--- config.mk ---
export PLATFORM = sky130hd
export DESIGN_NAME = debug_trace_fifo
export DESIGN_NICKNAME = d
export VERILOG_FILES = /design/src/rtl/debug_trace_fifo.sv
export SDC_FILE = /design/constraint.sdc
export NUM_CORES = 1
export LEC_CHECK = 0
export BUFFER_PORTS_ARGS = -buffer_cell sky130_fd_sc_hd__clkbuf_2
export CAP_MARGIN = 20
export CORE_UTILIZATION = 60
export CTS_CLUSTER_DIAMETER = 80
export DETAILED_ROUTE_END_ITERATION = 10
export PLACE_DENSITY = 0.79
export REMOVE_ABC_BUFFERS = 1
export SYNTH_ARGS = -nofsm -noshare
export SYNTH_HDL_FRONTEND = slang
export SYNTH_SLANG_ARGS = --single-unit
--- constraint.sdc ---
create_clock -name clk -period 11.53 [get_ports clk]
set_clock_uncertainty 0.05 [all_clocks]
set_input_delay 1.7295 -clock clk [delete_from_list [all_inputs] [get_ports clk]]
set_output_delay 1.7295 -clock clk [all_outputs]
set_load 0.02 [all_outputs]
--- src/rtl/debug_trace_fifo.sv ---
// debug_trace_fifo
// ----------------
// Serialises up to LANES retired instructions per cycle into the
// single-record-per-cycle debug_wb_* trace format. Accepted lanes are packed
// into consecutive slots in program order. One record is popped into the
// output flops per cycle.
//
// Optional feature (compile-time macro):
//   TRACE_SKIP_NOWRITE_EN - when defined, commits with commit_wen=0 are not
//                           enqueued, so only register writes are traced.
//
// Parameters:
//   LANES  commit lanes per cycle, lane 0 oldest (1..4)
//   DEPTH  FIFO entries, power of two, >= 2*LANES
//
// Ports:
//   clk                in   clock, rising edge
//   reset              in   synchronous active-high reset
//   commit_valid       in   [LANES]     lane retires this cycle
//   commit_pc          in   [LANES*32]  retired PC per lane
//   commit_wen         in   [LANES]     lane writes the register file
//   commit_wnum        in   [LANES*5]   destination register per lane
//   commit_wdata       in   [LANES*32]  write data per lane
//   stall              out  core must not retire (from registered count only)
//   overflow           out  sticky: a commit was presented while stalled
//   debug_wb_pc        out  [32] emitted record PC
//   debug_wb_rf_wen    out  [4]  {4{wen}} of emitted record, 0 when idle
//   debug_wb_rf_wnum   out  [5]  emitted record destination
//   debug_wb_rf_wdata  out  [32] emitted record data

module debug_trace_fifo #(
   parameter int LANES = 2,
   parameter int DEPTH = 8
) (
   input  logic                  clk,
   input  logic                  reset,
   input  logic [LANES-1:0]      commit_valid,
   input  logic [LANES*32-1:0]   commit_pc,
   input  logic [LANES-1:0]      commit_wen,
   input  logic [LANES*5-1:0]    commit_wnum,
   input  logic [LANES*32-1:0]   commit_wdata,
   output logic                  stall,
   output logic                  overflow,
   output logic [31:0]           debug_wb_pc,
   output logic [3:0]            debug_wb_rf_wen,
   output logic [4:0]            debug_wb_rf_wnum,
   output logic [31:0]           debug_wb_rf_wdata
);

   localparam int PTR_W = $clog2(DEPTH);
   localparam int CNT_W = PTR_W + 1;
   localparam logic [PTR_W-1:0] PTR_ONE     = PTR_W'(1);
   localparam logic [CNT_W-1:0] CNT_ONE     = CNT_W'(1);
   localparam logic [CNT_W-1:0] STALL_LIMIT = CNT_W'(DEPTH - LANES);

   typedef struct packed {
      logic [31:0] pc;
      logic        wen;
      logic [4:0]  wnum;
      logic [31:0] wdata;
   } trace_rec_t;

   trace_rec_t        mem [DEPTH];
   trace_rec_t        lane_rec [LANES];
   logic [PTR_W-1:0]  lane_off [LANES];
   logic [PTR_W-1:0]  head;
   logic [PTR_W-1:0]  tail;
   logic [CNT_W-1:0]  count;
   logic [CNT_W-1:0]  push_cnt;
   logic [LANES-1:0]  enq_mask;
   logic [LANES-1:0]  accept;
   logic              pop;

`ifdef TRACE_SKIP_NOWRITE_EN
   assign enq_mask = commit_wen;
`else
   assign enq_mask = '1;
`endif

   // Stall looks only at the registered occupancy, so there is no
   // combinational path from commit_* back to the core.
   assign stall  = (count > STALL_LIMIT);
   assign accept = commit_valid & enq_mask & {LANES{~stall}};
   assign pop    = (count != '0);

   // Each accepted lane lands at tail + (number of accepted older lanes),
   // which squeezes out invalid lanes and keeps program order.
   // NOTE: combinational blocks use blocking '=' so the running push_cnt is
   // seen by the next loop iteration; clocked blocks use '<=' only.
   always_comb begin
      push_cnt = '0;
      for (int i = 0; i < LANES; i++) begin
         lane_off[i]       = push_cnt[PTR_W-1:0];
         lane_rec[i].pc    = commit_pc[i*32 +: 32];
         lane_rec[i].wen   = commit_wen[i];
         lane_rec[i].wnum  = commit_wnum[i*5 +: 5];
         lane_rec[i].wdata = commit_wdata[i*32 +: 32];
         if (accept[i]) begin
            push_cnt = push_cnt + CNT_ONE;
         end
      end
   end

   // NOTE: the storage array has no reset; head/tail/count define which
   // entries are live, so stale contents are never emitted.
   always_ff @(posedge clk) begin
      for (int i = 0; i < LANES; i++) begin
         if (accept[i] && !reset) begin
            mem[tail + lane_off[i]] <= lane_rec[i];
         end
      end
   end

   always_ff @(posedge clk) begin
      if (reset) begin
         head              <= '0;
         tail              <= '0;
         count             <= '0;
         overflow          <= 1'b0;
         debug_wb_pc       <= '0;
         debug_wb_rf_wen   <= '0;
         debug_wb_rf_wnum  <= '0;
         debug_wb_rf_wdata <= '0;
      end else begin
         // push_cnt <= LANES <= DEPTH/2, so it fits in a pointer.
         tail  <= tail + push_cnt[PTR_W-1:0];
         count <= count + push_cnt - CNT_W'(pop);
         if (stall && (|commit_valid)) begin
            overflow <= 1'b1;
         end
         // The pop reads the pre-edge head, so a same-edge push is never
         // bypassed to the output.
         if (pop) begin
            head              <= head + PTR_ONE;
            debug_wb_pc       <= mem[head].pc;
            debug_wb_rf_wen   <= {4{mem[head].wen}};
            debug_wb_rf_wnum  <= mem[head].wnum;
            debug_wb_rf_wdata <= mem[head].wdata;
         end else begin
            debug_wb_pc       <= '0;
            debug_wb_rf_wen   <= '0;
            debug_wb_rf_wnum  <= '0;
            debug_wb_rf_wdata <= '0;
         end
      end
   end

endmodule
---- Word-level counts from Yosys, hierarchy flattened ----
Memories as Yosys holds them, arrays and structs flattened. A register that Yosys moved wholly into a read port is not among the register bits.
Cells that the tools add are included.
operators by class
  add/sub/neg operators ................... 6
  $lt $le $gt $ge ......................... 1
  mux-type cells .......................... 6
  bitwise logic cells ..................... 3
  reductions and logical operators ........ 7
operators by type and width
  operator             number
  $mux 1               5
  $add 4x4->4          1
  $gt 4x3->1 const B   1
  $reduce_bool 4->1    1
  $reduce_or 2->1      2
  $sub 4x1->4          1
  $add 3x1->3          1
  $add 3x1->3 const B  1
  $add 3x3->3          1
  $logic_and 1x1->1    3
  $add 1x1->2 const B  1
  $and 2x2->2          1
  $mux 2               1
  $not 1->1            2
  $logic_not 1->1      1
storage, ports and cells
  register bits ........................... 11
  bits in writable memories ............... 560
  bits of input ports ..................... 144
  output and inout bits ................... 75
  memories ................................ 1
memory list
  name  words  bits a word  read ports  clocked after memory_dff  wr ports  line  text
  mem   8      70           1           1                         2         63    trace_rec_t mem [DEPTH];

---- Depth between registers and ports, before layout ----
  depth after elaboration ................. 8
  mapped depth ............................ 14

---- Least setup slack after synthesis ----
No wires, ideal clock.
  path type ............................... in2reg
  from .................................... input port reset
  to ...................................... memory mem[3][0] (netlist bit), enable pin
  setup time .............................. 0.595 ns
  data arrival time ....................... 7.135 ns
  slack ................................... 3.750 ns
  stages .................................. 4
  cells stage by stage .................... clkbuf_1 > nor2b_1 > nand4_1 > o21ai_0
RTL lines
  element          line  text
  start, declared  36    input logic reset,
  end, declared    63

==> results.sh <==
export IMPL_clk_path_buf_depth=3
export IMPL_required_ns=11.68
export IMPL_rows=81
export IMPL_ios=219
export IMPL_tns_ns=0
export IMPL_die_w_um=224.8
export IMPL_drc=0
export IMPL_path_clk_slew_ns=0.06
export IMPL_fin_nets=1978
export IMPL_dpl_worst_slack_ns=6.191
export IMPL_slowest_delay_ns=0.88
export IMPL_r2r_start="count[3]"
export IMPL_hpwlAfterDp_um=37550
export IMPL_gr_usage_all_layers_pct=28.70
export IMPL_die_height_um=224.8
export IMPL_h_tree_depth=3
export IMPL_status="complete, no violations"
export IMPL_drt_iter0_markers=1601
export IMPL_worst_pin_slew_ns=1.207
export IMPL_gr_total_overflow=0
export IMPL_crit_path_end="mem[0][16]"
export IMPL_slew_headroom_pct=19.52
export IMPL_drt_wl_total_um=71410
export IMPL_synth_warning_count=0
export IMPL_cts_buffers=67
export IMPL_finalHoldViolCount=0
export IMPL_ctsRootBufferMaster="clkbuf_16"
export IMPL_setup_viol=0
export IMPL_crit_type="in -> reg"
export IMPL_cp_max_fo=56
export IMPL_grt_pass1_vias=17260
export IMPL_post_cts_setup_buffers=0
export IMPL_crit_path_end_kind="register"
export IMPL_crit_top_cell="ha_1"
export IMPL_power_leakage_uw=0.01144
export IMPL_setup_ws_ns=6.821
export IMPL_final_common_cell="edfxtp_1"
export IMPL_antenna_found_initial=18
export IMPL_synth_avg_cell_area_um2=18.51
export IMPL_arrival_ns=4.86
export IMPL_reg2reg_depth=12
export IMPL_synthesis_area_um2=29770
export IMPL_final_max_slew_viol_count=0
export IMPL_synth_edf_count=560
export IMPL_via_per_inst=6.462
export IMPL_post_cts_resized=0
export IMPL_avgRoutedWirePerCell_um=28.10
export IMPL_layout_common_cells="edfxtp_1 (560), mux2_2 (522), clkbuf_2 (218)"
export IMPL_power_density_nw_per_um2=212.2
export IMPL_ir_drop_mv=0.1370
export IMPL_drtPass1Iterations=7
export IMPL_r2r_setup_slack_ns=6.93
export IMPL_place_gp_congestion=0.7644
export IMPL_clkSinkCount=641
export IMPL_synthArstFlopShare_pct=0
export IMPL_grt_max_degree=66
export IMPL_cts_hold_buf=0
export IMPL_ys_seq_elements=641
export IMPL_drv_cap=0
export IMPL_syn_to_final_growth_pct=13.26
export IMPL_clkLatencyLatePin_ns=0.59
export IMPL_seq_area_frac_synth_pct=61.92
export IMPL_crit_path_start="commit_valid[0]"
export IMPL_grt_pass1_wl_um=106300
export IMPL_drive_gt1_share_pct=55.10
export IMPL_synthCells=1609
export IMPL_cts_tree="done"
export IMPL_cp_slowest_cell="buf_4"
export IMPL_rr_endpoint="mem[0][16]"
export IMPL_synth_ff_type="edfxtp_1"
export IMPL_io_buffers=218
export IMPL_finalCritPeriodShare_pct=40.85
export IMPL_start_util_pct=60.83
export IMPL_synth_cell_type_count=35
export IMPL_min_path_type="reg -> reg"
export IMPL_cp_cell_sequence="clkbuf_2 -> and2_1 -> ha_1 -> ha_1 -> nor2_1 -> nand2_1 -> nor3_4 -> o21bai_4 -> buf_4"
export IMPL_fp_coreArea_um2=48950
export IMPL_ant_nets=0
export IMPL_rsz0062_at_grt="no"
export IMPL_die_area_um2=50520
export IMPL_vias=16420
export IMPL_start_kind="primary input"
export IMPL_fmaxAchievable_mhz=212.3
export IMPL_period_needed_ns=4.709
## critical path: cells and delay by family
family          cells  cell delay (ns)
compound gates      1             0.43
fa+ha+maj           2             0.50
buf+inv             2             0.99
simple gates        4             1.16
## per-layer routing
metal | share of wire, % | global-route usage (%) | up-vias | wire (um)
met4 | 2.4 | 10.12 | 24 | 1718
met2 | 49 | 46.21 | 653 | 35000
met3 | 8.2 | 6.388 | 133 | 5873
met1 | 40 | 38.76 | 8604 | 28680
li1 | - | - | 7007 | -
met5 | 0.20 | 0 | - | 146
## Yosys cell counts, types with 2 or more instances
library cell / instances / share of area, %
ha_1: 13 / 0.55
nand4_1: 4 / 0.084
nor2b_1: 4 / 0.084
nor2_1: 9 / 0.11
buf_2: 38 / 0.64
a22o_1: 70 / 2.1
and2_1: 3 / 0.063
xor2_1: 3 / 0.088
inv_1: 15 / 0.19
mux2_2: 522 / 20
a21oi_1: 3 / 0.050
nand2_1: 5 / 0.063
xnor2_1: 2 / 0.059
edfxtp_1: 560 / 56
mux4_2: 140 / 11
fa_1: 2 / 0.13
nand3b_1: 2 / 0.050
buf_4: 14 / 0.35
o21bai_1: 6 / 0.15
mux2_1: 38 / 1.4
buf_1: 6 / 0.076
nor3_4: 6 / 0.33
nor3b_1: 2 / 0.050
buf_6: 6 / 0.23
dfxtp_1: 81 / 5.4
o21ai_0: 3 / 0.050
clkbuf_1: 44 / 0.55
## state kept, by name, indices dropped and copies added, names as in the netlist
name / flops
mem: 560
debug_wb_pc: 32
debug_wb_rf_wdata: 32
debug_wb_rf_wnum: 5
count: 4
head: 3
tail: 3
debug_wb_rf_wen: 1
overflow: 1
## worst min path at each step
stage,startpoint,end,slack [ns],cells past startpoint
4_1_cts,overflow,overflow,0.41,2
6_report,overflow,overflow,0.41,2
5_1_grt,overflow,overflow,0.44,2
3_5_place_dp,overflow,overflow,0.40,2
3_3_place_gp,overflow,overflow,0.39,2
2_1_floorplan,head[2],head[2],0.44,2
## where the power goes
| group | internal (uW) | switching (uW) |
|---|---|---|
| clock | 1290 | 872 |
| sequential | 2930 | 158 |
| combinational | 869 | 1040 |
## cell families after synthesis
logic type,Yosys count,share of synthesized area [%]
fa+ha+maj,15,0.6808
simple gates,38,0.8992
xor+xnor,7,0.2564
flops,641,61.92
mux,701,31.84
buf+inv,124,2.059
compound gates,83,2.336
## metrics by stage
| step | util, % | hold slack, ns | total power (uW) | cells | area, um2 |
|---|---|---|---|---|---|
| finish | 68.89 | 0.4090 | 7154 | 2541 | 33720 |
| global route | 68.89 | 0.4437 | 7416 | 2540 | 33720 |
| CTS | 68.80 | 0.4136 | 7193 | 2534 | 33680 |
| detailed placement | 64.31 | 0.3979 | 5052 | 2413 | 31480 |
| global placement | 64.31 | 0.3906 | 5007 | 2413 | 31480 |
| floorplan | - | 0.4441 | 4615 | 1501 | 29220 |
## final cells by class
class                           count  area [um2]
Inverter                           16       62.56
Sequential cell                   641       18450
Tap cell                          664       830.8
Clock buffer                      100        1993
Clock inverter                     21       207.7
Timing Repair Buffer              249        1344
Fill cell                        3217       15230
Antenna cell                        6       15.01
Multi-Input combinational cell    844       10820
Power figures use the tool's default switching activity.
